[src/rtl/jtframe_cen_recover.sv]
// jtframe_cen_recover: gates cen while the core waits on memory and re-issues the pulses it missed
module jtframe_cen_recover #(
  parameter int CW      = 4,
  parameter int GAP     = 2,
  parameter int RECOVER = 1
) (
  input  logic          clk,
  input  logic          rst,
  input  logic          cen_in,
  input  logic          rom_cs,
  input  logic          rom_ok,
  input  logic          dev_busy,
  input  logic          clr_ovf,
  output logic          cen_out,
  output logic          stalled,
  output logic [CW-1:0] miss_cnt,
  output logic          overflow
);
  localparam int GW = $clog2(GAP + 1);
  typedef enum logic [1:0] {RUN, STALL, CATCHUP} state_t;
  state_t state, state_nx;
  logic [GW-1:0] gap;
  logic wt, inc, sat, ins, cen_nx;
  logic [CW-1:0] miss_nx;
  // next-state, pulse gating and missed-pulse bookkeeping
  always_comb begin
    wt = (rom_cs & ~rom_ok) | dev_busy;
    inc = wt & cen_in;
    sat = &miss_cnt;
    ins = state == CATCHUP && !wt && !cen_in && gap >= GW'(GAP) && miss_cnt != '0;
    cen_nx = !wt && (cen_in || ins);
    state_nx = wt ? STALL :
               state == STALL ? ((RECOVER != 0 && miss_cnt != '0) ? CATCHUP : RUN) :
               (state == CATCHUP && !(ins && miss_cnt == CW'(1))) ? CATCHUP : RUN;
    miss_nx = inc ? (sat ? miss_cnt : miss_cnt + CW'(1)) :
              (state == STALL && !wt && RECOVER == 0) ? '0 :
              ins ? miss_cnt - CW'(1) : miss_cnt;
  end
  // registered outputs; the gap counter spaces inserted pulses from any previous cen_out
  always_ff @(posedge clk) begin
    if (rst) begin
      state    <= RUN;
      cen_out  <= 1'b0;
      stalled  <= 1'b0;
      miss_cnt <= '0;
      overflow <= 1'b0;
      gap      <= '0;
    end else begin
      state    <= state_nx;
      cen_out  <= cen_nx;
      stalled  <= wt;
      miss_cnt <= miss_nx;
      overflow <= (inc & sat) | (overflow & ~clr_ovf);
      gap      <= cen_nx ? '0 : (gap == GW'(GAP) ? gap : gap + GW'(1));
    end
  end
endmodule

[config.mk]
export PLATFORM = sky130hd
export DESIGN_NAME = jtframe_cen_recover
export DESIGN_NICKNAME = d
export VERILOG_FILES = /design/src/rtl/jtframe_cen_recover.sv
export SDC_FILE = /design/constraint.sdc
export NUM_CORES = 1
export LEC_CHECK = 0
export CORE_ASPECT_RATIO = 1.1
export CORE_MARGIN = 2
export CORE_UTILIZATION = 40
export CTS_CLUSTER_SIZE = 20
export DETAILED_ROUTE_END_ITERATION = 10
export PLACE_DENSITY_LB_ADDON = 0.3
export SKIP_LAST_GASP = 1
export SLEW_MARGIN = 20
export SYNTH_ARGS = -nofsm -noshare
export SYNTH_HDL_FRONTEND = slang
export SYNTH_SLANG_ARGS = --single-unit
[constraint.sdc]
create_clock -name clk -period 3 [get_ports clk]
set_clock_uncertainty 0.15 [all_clocks]
set_input_delay 0.9 -clock clk [delete_from_list [all_inputs] [get_ports clk]]
set_output_delay 0.9 -clock clk [all_outputs]
set_load 0.01 [all_outputs]
======== Word level (Yosys, flattened, before mapping) ========
Index checks and enable logic that the tools add are counted.
word-level totals
  bits in registers ....................... 11
  output and inout bits ................... 7
  word-level logic and storage cells ...... 48
cells by class
  add/sub/neg operators ................... 3
  order comparisons ....................... 1
  equality and inequality tests ........... 5
  muxes and demuxes ....................... 7
  bitwise operators ....................... 8
  reduce and logical (&&, ||, !) cells .... 17
operators by type and width
  kind                                                                number
  4-bit two-way mux                                                   3
  1-bit logical AND                                                   7
  2-bit two-way mux                                                   3
  4-bit by 1-bit adder with 4-bit output, second input constant       1
  1-bit AND                                                           4
  2-bit == test, second input constant                                2
  4-bit by 1-bit == test with 1-bit output, second input constant     1
  4-bit AND reduction                                                 1
  4-bit nonzero test                                                  1
  2-bit OR reduction                                                  2
  4-bit by 1-bit subtractor with 4-bit output, second input constant  1
  1-bit zero test                                                     3
  2-bit by 1-bit adder with 2-bit output, second input constant       1
  2-bit by 1-bit == test with 1-bit output, second input constant     1
  2-bit greater-or-equal comparator, second input constant            1
  2-bit inequality test, second input constant                        1
  1-bit NOT                                                           2
  1-bit bitwise OR                                                    2
  2-bit AND reduction                                                 1
  2-bit nonzero test                                                  1
  1-bit logical OR                                                    1
  1-bit two-way mux                                                   1

======== Longest topological paths before layout ========
Gate-level depths: netlist of the first run.
  depth in word-level cells ............... 14
  depth in mapped cells ................... 8
  mapped depth without buffers ............ 7

======== Worst setup path after synthesis of the first run ========
Ideal clock, no wire load.
  path type ............................... input-to-reg
  start point ............................. input rom_cs
  end point ............................... register miss_cnt[3]
  setup time .............................. 0.121 ns
  data arrival time ....................... 1.863 ns
  setup slack ............................. 0.866 ns
  stages .................................. 6
  path buffers ............................ 1
  path through ............................ nor2b_2 > nor2_4 > and3_1 > buf_6 > a21oi_1 > mux2_2
between the ends
  cells in the longest elaborated chain, start to end .. 9
  elaborated cells on any way between the ends .. 12
ends and longest elaborated chain
  what                                  RTL line  text
  from (decl)                           10        input logic rom_cs,
  1-bit AND (*)                         27        wt = (rom_cs & ~rom_ok) | dev_busy;
  1-bit bitwise OR (*)                  27
  1-bit zero test                       -
  1-bit logical AND (4 in a row)        30        ins = state == CATCHUP && !wt && !cen_in && gap >= GW'(GAP) && miss_cnt != '0;
  2-bit nonzero test (no source line)   -
  2-bit AND reduction (no source line)  -
  to (signal assigned)                  52        miss_cnt <= miss_nx;
  to (decl)                             16        output logic [CW-1:0] miss_cnt,
Every way passes the cells marked *; elsewhere a longest branch is shown, timed or not.
A chain may end at the register's enable or synchronous reset.

======== Final worst setup path of the first run ========
  start point ............................. register miss_cnt[3]
  end point ............................... output miss_cnt[3]
No word-level cell between the ends.

==> results.ini, run 1 <==
[setup_path]
critical_path_arrival_ns = 1.40
path_buf_inv = 1
timing.rr.start = miss_cnt[0]
cpPeakStageDelay_ns = 0.61
r2r_slack_ns = 1.11
timing_worst_setup_path_type = reg -> out
crit_fanout = 9
start_kind = register
worst_ep_required_time_ns = 1.95
cp-endpoint = miss_cnt[3]
reg2reg_depth = 6
r2r-end = miss_cnt[3]
worstSetupEndpointType = primary output
cp.depth = 1
critical-path-top-delay-family = buffers and inverters
crit_chain = clkdlybuf4s50_1
slowest_stage = clkdlybuf4s50_1
critPathLaunch = miss_cnt[3]

[sta]
finalSetupViolCount = 0
hold_slack_ns = 0.3423
min_period_ns = 2.452
timing.setup.tns_ns = 0
finalCritPeriodShare_pct = 81.73
hold_viol = 0
setup_slack_ns = 0.5481
rsz0062_at_grt = no
max_freq_mhz = 407.9
worstMarginPinSlew_ns = 0.3803
max-slew-margin-rel_pct = 74.57
drv_slew = 0

[cts]
h-tree-depth = 1
cts_setup_buffers = 0
cts_buffers = 3
clock_latency_ns = 0.25
cts_hold_buf = 0
tritoncts = yes
clkTransAtPathRegs_ns = 0.06
cts.root.buffer_cell = clkbuf_4
cts_max_path_buffers = 2
numClockSinks = 10
cts_resized = 0

[routing]
wl_met2_um = 551
drc = 0
wl_met3_um = 39
met1_length_um = 501
highest_layer = met4
route.detailed.wl_per_inst_um = 11.67
drt_iter0_markers = 8
wl_um = 1109
vias = 507
ant_nets = 0
viasPerCell = 5.337
first_pass_iters = 4

[die]
start_util_pct = 43.04
placeableCoreArea_mm2 = 0.001366
dieArea_mm2 = 0.001793
ios = 14
fp-row-count = 14
die_w_um = 40.56
die_h_um = 44.22

[synth]
synth-main-ff-cell = dfxtp_1
yosysMostFrequentCell = dfxtp_1
async_flop_share_pct = 0
yosysUniqueCellTypes = 32
synthAdderAreaFrac_pct = 8.511
synth_xor_area_share_pct = 1.489
yosys_warnings = 0
syn_area_um2 = 588.1
ys_top_cells_by_count = 10 x dfxtp_1, 9 x nor2_1, 5 x nor3_1
synth-simple-area-share_pct = 25.74
synth_nets = 78
synth_top_family_by_area = simple AND/OR/NAND/NOR gates
synthCells = 67
synth_area_per_cell_um2 = 8.777
synth_seq_cells = 10
synth_edf_count = 0
synthMuxAreaShare_pct = 3.617
synth_compound_area_share_pct = 18.30
yosysTopAreaCell = dfxtp_1
ys_seq_area_share_pct = 34.04
netlist.area_leader.share_pct = 34.04
synth_area_leaders = dfxtp_1 34%, ha_1 8.5%, nor2_1 5.7%

[outcome]
status = finished, final reports clean

[global_route]
grt_max_degree = 11
gr-total-overflow = 0
grt_first_pass_wirelength_um = 1973
antenna_found_initial = 0
first_global_vias = 487
grt_use_total_pct = 16.14

[finish]
fin_util_pct = 53.21
antennaDiodeCount = 0
seq_area_um2 = 200.2
fillCellCount = 134
multi_input_area_um2 = 339.1
final_nets = 92
drive_gt1_share_pct = 10.13
area_delta_synth_final_pct = 23.62

[flow_run]
drv_cap = 0

[place]
hpwlAfterDp_um = 848
port_buffers = 13
dp_slack_ns = 0.3474
gp_congestion = 0.8059

[power_and_ir_drop]
pwr-share-comb_pct = 21.1
ir_drop_v = 0.0002613
seq_power_share_pct = 50.0
p_int_uw = 220.3
p_per_area_mw_per_mm2 = 412.3
p_leak_nw = 0.2906
p_total_uw = 299.7
switching_share_pct = 26.50
p_switching_uw = 79.42
p_clk_share_pct = 28.9

[hold_path]
hp-class = reg -> reg

-- state kept, by name, summed over array words and instances (netlist names) --
register	flops
gap	2
state	1
overflow	1
miss_cnt	4
cen_out	1
stalled	1
-- layout make-up --
cell class	count	area share, %
Multi-Input combinational cell	49	46.64
Sequential cell	10	27.54
Timing Repair Buffer	13	17.90
Clock buffer	3	3.098
Tap cell	16	2.754
Inverter	4	2.065
-- worst min path at each step --
stage / start / to / cells past startpoint / slack, ns
floorplan: gap[0] / gap[0] / 2 / 0.33
global placement: overflow / overflow / 2 / 0.33
detailed placement: overflow / overflow / 2 / 0.33
CTS: overflow / overflow / 2 / 0.35
global route: stalled / state[1] / 2 / 0.39
finish: overflow / overflow / 2 / 0.34
-- metrics by stage --
stage	cells	cell area, um2
final	95	726.9
after global routing	95	726.9
after CTS	95	726.9
after detailed placement	92	704.4
after global placement	92	704.4
after floorplan	67	588.1
-- power groups by stage --
stage	clock network [mW]	logic [mW]	registers, mW
global route	0.101	0.0721	0.152
CTS	0.0903	0.0640	0.150
global placement	0	0.0615	0.152
floorplan	0	0.0395	0.153
detailed placement	0	0.0636	0.153
finish	0.0866	0.0631	0.150
-- cell usage in the layout (no fill, tap or decap), types with 2 or more instances in the layout --
master           Yosys  routed
inv_1                4       4
a21oi_1              3       3
ha_1                 4       4
clkbuf_4             0       3
a211oi_1             3       3
nor3_1               5       5
dfxtp_1             10      10
clkdlybuf4s50_1      0      13
nand2_1              2       2
nor2_4               2       2
a211o_1              2       2
nor2_1               9       9
-- routing by layer --
layer	GRT usage, %	vias to the layer above
li1	-	261
met1	22.64	232
met2	21.27	10
met3	3.518	4
met4	11.33	0
met5	0	-
-- logic make-up (layout without fill, tap and decap cells) --
logic type	after synthesis	count (layout)
buffers and inverters	8	20
adder cells (fa/ha/maj)	4	4
AO/OA/AOI/OAI	15	15
AND/OR/NAND/NOR	27	27
multiplexers	2	2
flip-flops	10	10
XOR/XNOR	1	1
Power figures use the tool's default switching activity.
==> inputs of run 2 (changes only) <==
- clock period: 3 -> 2.19 ns (I/O delays scaled with it)
==> run 2 against run 1 <==
Core utilization is 3.8 points higher. Die area is the same. Combinational power grew 52%. Cell count up 7.4%. Critical endpoint is now gap[0]. Largest cell class unchanged.
==> results.ini, run 2 (synthesis gave the netlist of run 1 again) <==
[global_route]
gr-total-overflow = 0  ; unchanged
antenna_found_initial = 0  ; unchanged
grt_first_pass_wirelength_um = 2076  ; was 1973 um
grt_max_degree = 10  ; was 11
grt_use_total_pct = 17.71  ; was 16.14%
first_global_vias = 526  ; was 487

[cts]
numClockSinks = 10  ; unchanged
cts_hold_buf = 0  ; unchanged
cts_max_path_buffers = 2  ; unchanged
cts_resized = 0  ; unchanged
cts.root.buffer_cell = clkbuf_4  ; unchanged
cts_buffers = 3  ; unchanged
cts_setup_buffers = 0  ; unchanged
h-tree-depth = 1  ; unchanged
clkTransAtPathRegs_ns = 0.07  ; was 0.06 ns
clock_latency_ns = 0.27  ; was 0.25 ns
tritoncts = yes  ; unchanged

[finish]
final_area_um2 = 779.5  ; was 726.9 um2
reg.largest.list = miss_cnt (4), gap (2)  ; unchanged
top_register = miss_cnt  ; unchanged
final_common_cell = clkdlybuf4s50_1  ; unchanged
fillCellCount = 125  ; was 134
instances_no_fill = 102  ; was 95
final_nets = 99  ; was 92
area_delta_synth_final_pct = 32.55  ; was 23.62%
antennaDiodeCount = 0  ; unchanged
drive_gt1_share_pct = 17.44  ; was 10.13%
layout_common_cells = 13 x clkdlybuf4s50_1, 10 x dfxtp_1, 9 x nor2_1  ; unchanged
largest_reg_flops = 4  ; unchanged
fin_util_pct = 57.05  ; was 53.21%

[place]
port_buffers = 13  ; unchanged
dpl.cell_count = 99  ; was 92
gp_congestion = 0.8098  ; was 0.8059
hpwlAfterDp_um = 927.6  ; was 848 um
placed_cell_area_um2 = 757.0  ; was 704.4 um2
dp_slack_ns = -0.1637  ; was 0.3474 ns

[routing]
vias = 529  ; was 507
drt_iter0_markers = 5  ; was 8
ant_nets = 0  ; unchanged
wl_um = 1192  ; was 1109 um
first_pass_iters = 4  ; unchanged
route.detailed.wl_per_inst_um = 11.69  ; was 11.67 um
viasPerCell = 5.186  ; was 5.337
drc = 0  ; unchanged

[setup_path]
worst_ep_required_time_ns = 2.25  ; was 1.95 ns
start_kind = primary input  ; was register
timing.rr.start = gap[0]  ; was miss_cnt[0]
crit_fanout = 7  ; was 9
critical_path_arrival_ns = 2.13  ; was 1.40 ns
timing_worst_setup_path_type = in -> reg  ; was reg -> out
reg2reg_depth = 8  ; was 6
r2r-end = gap[0]  ; was miss_cnt[3]
r2r_slack_ns = 0.38  ; was 1.11 ns
worstSetupEndpointType = register  ; was primary output

[power_and_ir_drop]
ir_drop_v = 0.0004281  ; was 0.0002613 V
p_per_area_mw_per_mm2 = 549.9  ; was 412.3 mW/mm2
p_leak_nw = 0.3267  ; was 0.2906 nW

[sta]
finalSetupViolCount = 0  ; unchanged
rsz0062_at_grt = no  ; unchanged
max-slew-margin-rel_pct = 76.98  ; was 74.57%
setup_slack_ns = 0.1235  ; was 0.5481 ns
worstMarginPinSlew_ns = 0.3438  ; was 0.3803 ns
min_period_ns = 2.067
drv_slew = 0  ; unchanged
hold_viol = 0  ; unchanged
max_freq_mhz = 483.9
finalCritPeriodShare_pct = 94.36

[die]
die_w_um = 40.56  ; unchanged
ios = 14  ; unchanged
placeableCoreArea_mm2 = 0.001366  ; unchanged
fp-row-count = 14  ; unchanged
die_h_um = 44.22  ; unchanged
dieArea_mm2 = 0.001793  ; unchanged
start_util_pct = 43.04  ; unchanged

[flow_run]
drv_cap = 0  ; unchanged

[hold_path]
holdPathStages = 2  ; unchanged
holdPathEnd = overflow  ; unchanged
hold_start = overflow  ; unchanged
hp-class = reg -> reg  ; unchanged

[outcome]
status = finished, final reports clean  ; unchanged

run 2: stage by stage:
stage | power (mW) | TNS, ns | hold WS (ns)
floorplan | 0.2633 | 0 | 0.3258
global placement | 0.2992 | -0.6079 | 0.3279
detailed placement | 0.3031 | -0.7884 | 0.3373
CTS | 0.4337 | 0 | 0.3655
global route | 0.4492 | 0 | 0.3988
finish | 0.4287 | 0 | 0.3559
run 2: power by group:
part / internal [mW] / switching [mW] / leakage [nW]
registers: 0.194 / 0.00881 / 0.0818
logic: 0.0500 / 0.0459 / 0.231
clock network: 0.0636 / 0.0663 / 0.0138
run 2: cell type report:
cell class | instances | area (um2) | area share [%]
inverters | 4 | 15.01 | 1.926
flip-flops and latches | 10 | 200.2 | 25.68
multi-input cells | 49 | 339.1 | 43.50
repair buffers | 20 | 182.7 | 23.43
well taps | 16 | 20.02 | 2.568
clock buffers | 3 | 22.52 | 2.889
run 2: metal layers:
| metal | GRT usage, % | vias up | share of wire [%] |
|---|---|---|---|
| li1 | - | 276 | - |
| met1 | 20.69 | 232 | 45 |
| met2 | 25.08 | 17 | 47 |
| met3 | 4.523 | 4 | 4.9 |
| met4 | 16.67 | 0 | 3.9 |
| met5 | 0 | - | 0 |
run 2: worst max-delay path by stage:
stage | startpoint | endpoint | slack [ns] | cells after the start
final | rom_cs | gap[0] | 0.12 | 7
after global routing | rom_cs | miss_cnt[3] | 0.02 | 6
after CTS | rom_cs | gap[0] | 0.12 | 7
after detailed placement | rom_cs | miss_cnt[3] | -0.16 | 6
after global placement | rom_cs | miss_cnt[3] | -0.13 | 6
after floorplan | rom_cs | miss_cnt[3] | 0.30 | 6
run 2: worst max-delay path: stages:
cell	delay, ns
clkdlybuf4s50_1	0.44
nor2b_2	0.22
nor2_4	0.04
and3_1	0.21
buf_4	0.17
a211o_1	0.28
nor2_1	0.10
